### src/rtl/ssd_pkg.sv
// Shared types and constants for the seven-segment scan controller:
// active-low hex segment table, blanked pattern and slot-phase encoding.
package ssd_pkg;

    localparam logic [6:0] SEG_OFF = 7'h7F;

    // abcdefg, active low; entry 15 is leftmost so SEG_CODES[v] decodes v
    localparam logic [15:0][6:0] SEG_CODES = {
        7'h38, 7'h30, 7'h42, 7'h31, 7'h60, 7'h08, 7'h04, 7'h00,
        7'h0F, 7'h20, 7'h24, 7'h4C, 7'h06, 7'h12, 7'h4F, 7'h01
    };

    typedef enum logic [1:0] {
        PH_BLANK,
        PH_ON,
        PH_OFF
    } phase_e;

    function automatic logic [6:0] hex_to_seg(input logic [3:0] value);
        return SEG_CODES[value];
    endfunction

endpackage

### src/rtl/ssd_hex_decoder.sv
// Combinational hex-digit to active-low seven-segment decoder.
module ssd_hex_decoder
    import ssd_pkg::*;
(
    input  logic [3:0] value,
    output logic [6:0] seg
);

    assign seg = hex_to_seg(value);

endmodule

### src/rtl/ssd_scan_scheduler.sv
// Time-multiplexed scan controller for an N-digit common-anode seven-segment
// display with dead time, brightness PWM and a tear-free double-buffered update
// port. Define SSD_LZB_EN to enable leading-zero blanking.
module ssd_scan_scheduler
    import ssd_pkg::*;
#(
    parameter int N     = 4,
    parameter int DIV   = 1024,
    parameter int BLANK = 32
) (
    input  logic           clk,
    input  logic           rst,
    input  logic [N*4-1:0] upd_numbers,
    input  logic           upd_valid,
    output logic           upd_ready,
    input  logic [3:0]     brightness,
    output logic [N-1:0]   displays,
    output logic [6:0]     segments,
    output logic           frame_done
);

    localparam int CW = $clog2(DIV);
    localparam int IW = $clog2(N);
    localparam int LW = CW + 1;
    localparam int unsigned SPAN = DIV - BLANK;

    localparam logic [CW-1:0] CNT_LAST  = CW'(DIV - 1);
    localparam logic [CW-1:0] BLANK_END = CW'(BLANK);
    localparam logic [IW-1:0] IDX_LAST  = IW'(N - 1);

    logic [CW-1:0]       cnt;
    logic [IW-1:0]       idx;
    logic [LW-1:0]       on_len;
    logic [LW-1:0]       on_len_next;
    logic [N-1:0][3:0]   shadow;
    logic [N-1:0][3:0]   pend_data;
    logic                pend_valid;
    logic                slot_end;
    logic                frame_end;
    logic                xfer;
    phase_e              phase;
    logic [3:0]          digit;
    logic [6:0]          seg_code;
    logic                digit_blank;

    assign slot_end  = (cnt == CNT_LAST);
    assign frame_end = slot_end && (idx == IDX_LAST);
    assign xfer      = upd_valid && upd_ready;

    // Full-precision product before the shift; it never exceeds DIV-BLANK.
    assign on_len_next = LW'((SPAN * (32'(brightness) + 32'd1)) >> 4);

    assign digit = shadow[idx];

    ssd_hex_decoder u_dec (
        .value (digit),
        .seg   (seg_code)
    );

    // NOTE: every variable driven in always_comb gets a default first so no latch is inferred.
    always_comb begin
        phase = PH_OFF;
        if (cnt < BLANK_END)
            phase = PH_BLANK;
        else if (LW'(cnt) < LW'(BLANK) + on_len)
            phase = PH_ON;
    end

`ifdef SSD_LZB_EN
    logic [N-1:0] lead_zero;

    // lead_zero[i]: digit i and every digit above it hold zero
    always_comb begin
        logic run;
        run       = 1'b1;
        lead_zero = '0;
        for (int i = N - 1; i >= 0; i--) begin
            run          = run && (shadow[i] == 4'h0);
            lead_zero[i] = run;
        end
    end

    assign digit_blank = (idx != '0) && lead_zero[idx];
`else
    assign digit_blank = 1'b0;
`endif

    // NOTE: sequential state uses non-blocking assignments so every flop samples pre-edge values.
    always_ff @(posedge clk or negedge rst) begin
        if (!rst) begin
            cnt    <= '0;
            idx    <= '0;
            on_len <= '0;
        end else begin
            if (slot_end) begin
                cnt <= '0;
                idx <= (idx == IDX_LAST) ? '0 : idx + 1'b1;
            end else begin
                cnt <= cnt + 1'b1;
            end
            if (cnt == '0)
                on_len <= on_len_next;
        end
    end

    // NOTE: the data registers are reset too, so a reset always restarts from a blank shadow.
    always_ff @(posedge clk or negedge rst) begin
        if (!rst) begin
            pend_data  <= '0;
            pend_valid <= 1'b0;
            shadow     <= '0;
            upd_ready  <= 1'b1;
        end else if (xfer) begin
            pend_data  <= upd_numbers;
            pend_valid <= 1'b1;
            upd_ready  <= 1'b0;
        end else if (frame_end && pend_valid) begin
            shadow     <= pend_data;
            pend_valid <= 1'b0;
            upd_ready  <= 1'b1;
        end
    end

    // Output stage: one cycle behind cnt/idx, off unless in the ON phase.
    always_ff @(posedge clk or negedge rst) begin
        if (!rst) begin
            displays   <= '1;
            segments   <= SEG_OFF;
            frame_done <= 1'b0;
        end else begin
            frame_done <= frame_end;
            displays   <= '1;
            segments   <= SEG_OFF;
            if (phase == PH_ON && !digit_blank) begin
                displays <= ~(N'(1) << idx);
                segments <= seg_code;
            end
        end
    end

endmodule

### config.mk
export PLATFORM = sky130hd
export DESIGN_NAME = ssd_scan_scheduler
export DESIGN_NICKNAME = d
export VERILOG_FILES = /design/src/rtl/ssd_pkg.sv /design/src/rtl/ssd_hex_decoder.sv /design/src/rtl/ssd_scan_scheduler.sv
export SDC_FILE = /design/constraint.sdc
export NUM_CORES = 1
export LEC_CHECK = 0
export CAP_MARGIN = 10
export CORE_MARGIN = 5
export CORE_UTILIZATION = 32
export DETAILED_ROUTE_END_ITERATION = 12
export PLACE_DENSITY = 0.51
export SYNTH_ARGS = -nofsm -noshare
export SYNTH_HDL_FRONTEND = slang
export SYNTH_SLANG_ARGS = --single-unit
### constraint.sdc
create_clock -name clk -period 2.63 [get_ports clk]
set_input_delay 0.526 -clock clk [delete_from_list [all_inputs] [get_ports clk]]
set_output_delay 0.526 -clock clk [all_outputs]
set_load 0.05 [all_outputs]
==> qor.txt <==
Largest net degree at the start of global routing: 42
Hold Crit Class: in2async
Most used DFF post-synth: dfrtp_1
Clock Skew: 7.154 ps
Status: finished, violations left
Final WL: 7.647 mm
Worst-case vdd ir drop: 268.5 uV
Async SR Flop Fraction: 1.000
Power Internal: 2.654 mW
All-Layer GR Usage: 0.1127
Multi-input gate area: 2186 sq um
Vias in the first global route: 2700
Pins Over Slew Limit: 0
RSZ-0062 raised after global routing: true
Nets: 481
Antenna Nets Post-Route: 0
Die ar.: 14600 sq um
Synthesized area: 3930 sq um
Net switching power: 1.242 mW
CP max-delay cell: fa_2
Final GP Congestion: 0.7470
Combinational group share of total power: 0.351
Final setup viols: 7
CTS tree: done
Final Util: 0.4299
Synth cell types: 39
Clk root buf: clkbuf_16
CP startpoint kind: primary input
Initial Util: 0.3272
Fmax: 306.0 MHz
Port Buf Inserts: 35
Sequential area share after synthesis: 0.4368
Vias post-DR: 2573
Syn nets: 407
Cell Chain, Critical Path: buf_8 > ha_4 > xor2_4 > inv_2 > fa_2 > fa_1 > fa_1 > inv_2 > ha_4 > a211oi_2 > o21bai_1 > a21oi_1 > xor2_1 > o21ai_1
Die Ht: 120.8 um
Final worst path period share: 1.243
Cells after DPL: 541
Mapped Cells: 336
# diodes: 0
FF+latch count, synth: 68
Fin. Hold Viols: 0
Crit-path max cell delay: 560 ps
Area delta synth->final: 31.39%
Hpwl dp: 5.671 mm
Core area: 12010 sq um
DR vias/cell: 4.578
Reg power frac: 0.331
Lkg Pwr: 2.430 nW
Worst EP arrival: 3470 ps
Kind of critical path: in2reg
Final instance area: 5164 sq um
Avg WL per Cell: 13.61 um
Worst-Margin Slew: 695.1 ps
Max FO, Critical Path: 4
Initial antenna violation count: 0
Shortest period the worst path allows: 3268 ps
Clock sink count: 68
Register area: 1717 sq um
Worst EP required: 2830 ps
Row cnt: 40
DP Worst Slack: -1605 ps
Gr ovfl total: 0
DIE WIDTH: 120.8 um
Fraction of layout cells with a size suffix above 1: 0.3181
1st-iter DRT viols: 152
Setup_tns: -3429 ps
Htree depth: 3
Syn Area/Cell: 11.70 sq um
Failing checks: setup timing
Pwr dens: 754.7 nW/um^2
Fillers: 1129
Max cap viols: 0
Num CTS Buffers: 9
Clock-pin slew on the worst setup and hold paths: 60 ps
Clock share of power: 0.318
Synth Warn #: 0
CP Capture Type: register
Cell count of the worst reg-to-reg path: 4
Worst Slack Setup Final: -638.2 ps
Clk Latency, worst-skew pair: 330 ps
Layout Cells excl Fill: 562
First-pass GRT wire length: 13.03 mm
Sw frac: 0.3188
Remaining DRCs: 0
Placed cell area: 4716 sq um
I/O Pins: 36
Number of synthesized flops with an enable pin: 0
1st-pass router iterations: 4
Slew HR: 0.5366
Clock Path Buffers: 2
[worst paths after layout]
kind / start / endpoint / slack [ps]
worst max-delay path: brightness[1] / on_len[9] / -640
min in group clk: on_len[1] / on_len[1] / 500
worst max register to register: cnt[7] / on_len[4] / 580
max in group asynchronous: rst / segments[4] / 1670
worst min-delay path: rst / on_len[4] / 240
worst min register to register: on_len[1] / on_len[1] / 500
[logic make-up after synthesis]
logic type | count (synthesis) | synth area share
buffers and inverters | 39 | 0.04170
muxes | 40 | 0.1356
adders and majority gates | 48 | 0.1681
AOI/OAI and AO/OA | 45 | 0.06654
DFF | 68 | 0.4368
xor gates and xnor gates | 22 | 0.04903
and+or+nand+nor | 74 | 0.1022
[flip-flops by register name, summed over array words and instances, names as in the netlist]
name and cells:
upd_ready 1, displays 4, cnt 10, shadow 16
frame_done 1, pend_data 16, idx 2, segments 7
pend_valid 1, on_len 10
[layout by cell type (no fill, tap or decap), drive strengths merged, types with 2 or more instances in the layout]
master / synthesis / final
nor2b: 4 / 4
xnor2: 10 / 10
clkinvlp: 0 / 2
o31ai: 3 / 3
nor2: 13 / 13
o21ai: 16 / 16
fa: 8 / 8
nand3: 19 / 19
ha: 40 / 40
clkdlybuf4s50: 0 / 30
dfrtp: 56 / 56
nand4: 6 / 6
a22oi: 2 / 2
a21o: 2 / 2
xor2: 12 / 12
o2111ai: 2 / 2
or2: 2 / 2
and3: 3 / 3
and2: 3 / 3
mux4: 4 / 4
clkbuf: 4 / 11
dfstp: 12 / 12
a21oi: 15 / 15
mux2: 36 / 36
nand2b: 3 / 3
buf: 4 / 40
inv: 31 / 32
nand2: 19 / 19
[routing by layer]
layer	vias up	share of wire	global-route usage
met1	1220	0.50	0.1505
met4	0	0.022	0.05028
met2	39	0.45	0.1699
met3	10	0.033	0.03134
met5	-	0	0
li1	1304	-	-
[cell type report]
class                      instances  share of cell area
sequential                        68              0.3324
timing repair buffer              71              0.1258
clock inverter                     5             0.01139
clock buffer                      11             0.04895
tap                              147             0.03562
inverter                          31             0.02253
multi-input combinational        229              0.4233
[critical path, delay by kind of cell]
| family | cells | cell delay (ps) |
|---|---|---|
| adders and majority gates | 5 | 1940 |
| AOI/OAI and AO/OA | 4 | 490 |
| xor gates and xnor gates | 2 | 300 |
| buffers and inverters | 3 | 210 |
[power groups by stage]
stage                     logic [mW]  registers (mW)  clock network [mW]
final                           1.37            1.29                1.24
after global routing            1.52            1.31                1.33
after CTS                       1.35            1.29                1.29
after detailed placement        1.28            1.31                   0
after global placement          1.25            1.31                   0
after floorplan                0.650            1.49                   0
[synth_stat cells, types with 8 or more instances]
master	n	area [sq um]
nand3_1	18	90.09
xor2_1	12	105.1
inv_1	31	116.4
ha_1	40	500.5
xnor2_1	10	87.58
fa_1	8	160.2
nand2_1	19	71.32
mux2_2	26	292.8
mux2_4	10	150.1
dfrtp_1	56	1401
dfstp_2	12	315.3
nor2_1	13	48.80
o21ai_0	14	70.07
a21oi_1	15	75.07
[stage by stage]
stage          hold WS, ps  power [mW]
6_report             242.1       3.897
5_1_grt              293.5       4.156
4_1_cts              260.0       3.935
3_5_place_dp         479.7       2.589
3_3_place_gp         479.0       2.558
2_1_floorplan        230.4       2.141
[what timing repair did]
action | in CTS | in global routing
setup buffers | 2 | 3
pin swaps | 15 | 7
endpoints found under the setup margin | 8 | 7
hold buffers | 0 | 0
resized for setup | 36 | 3
Note: power is estimated with default switching activity, not from simulation.
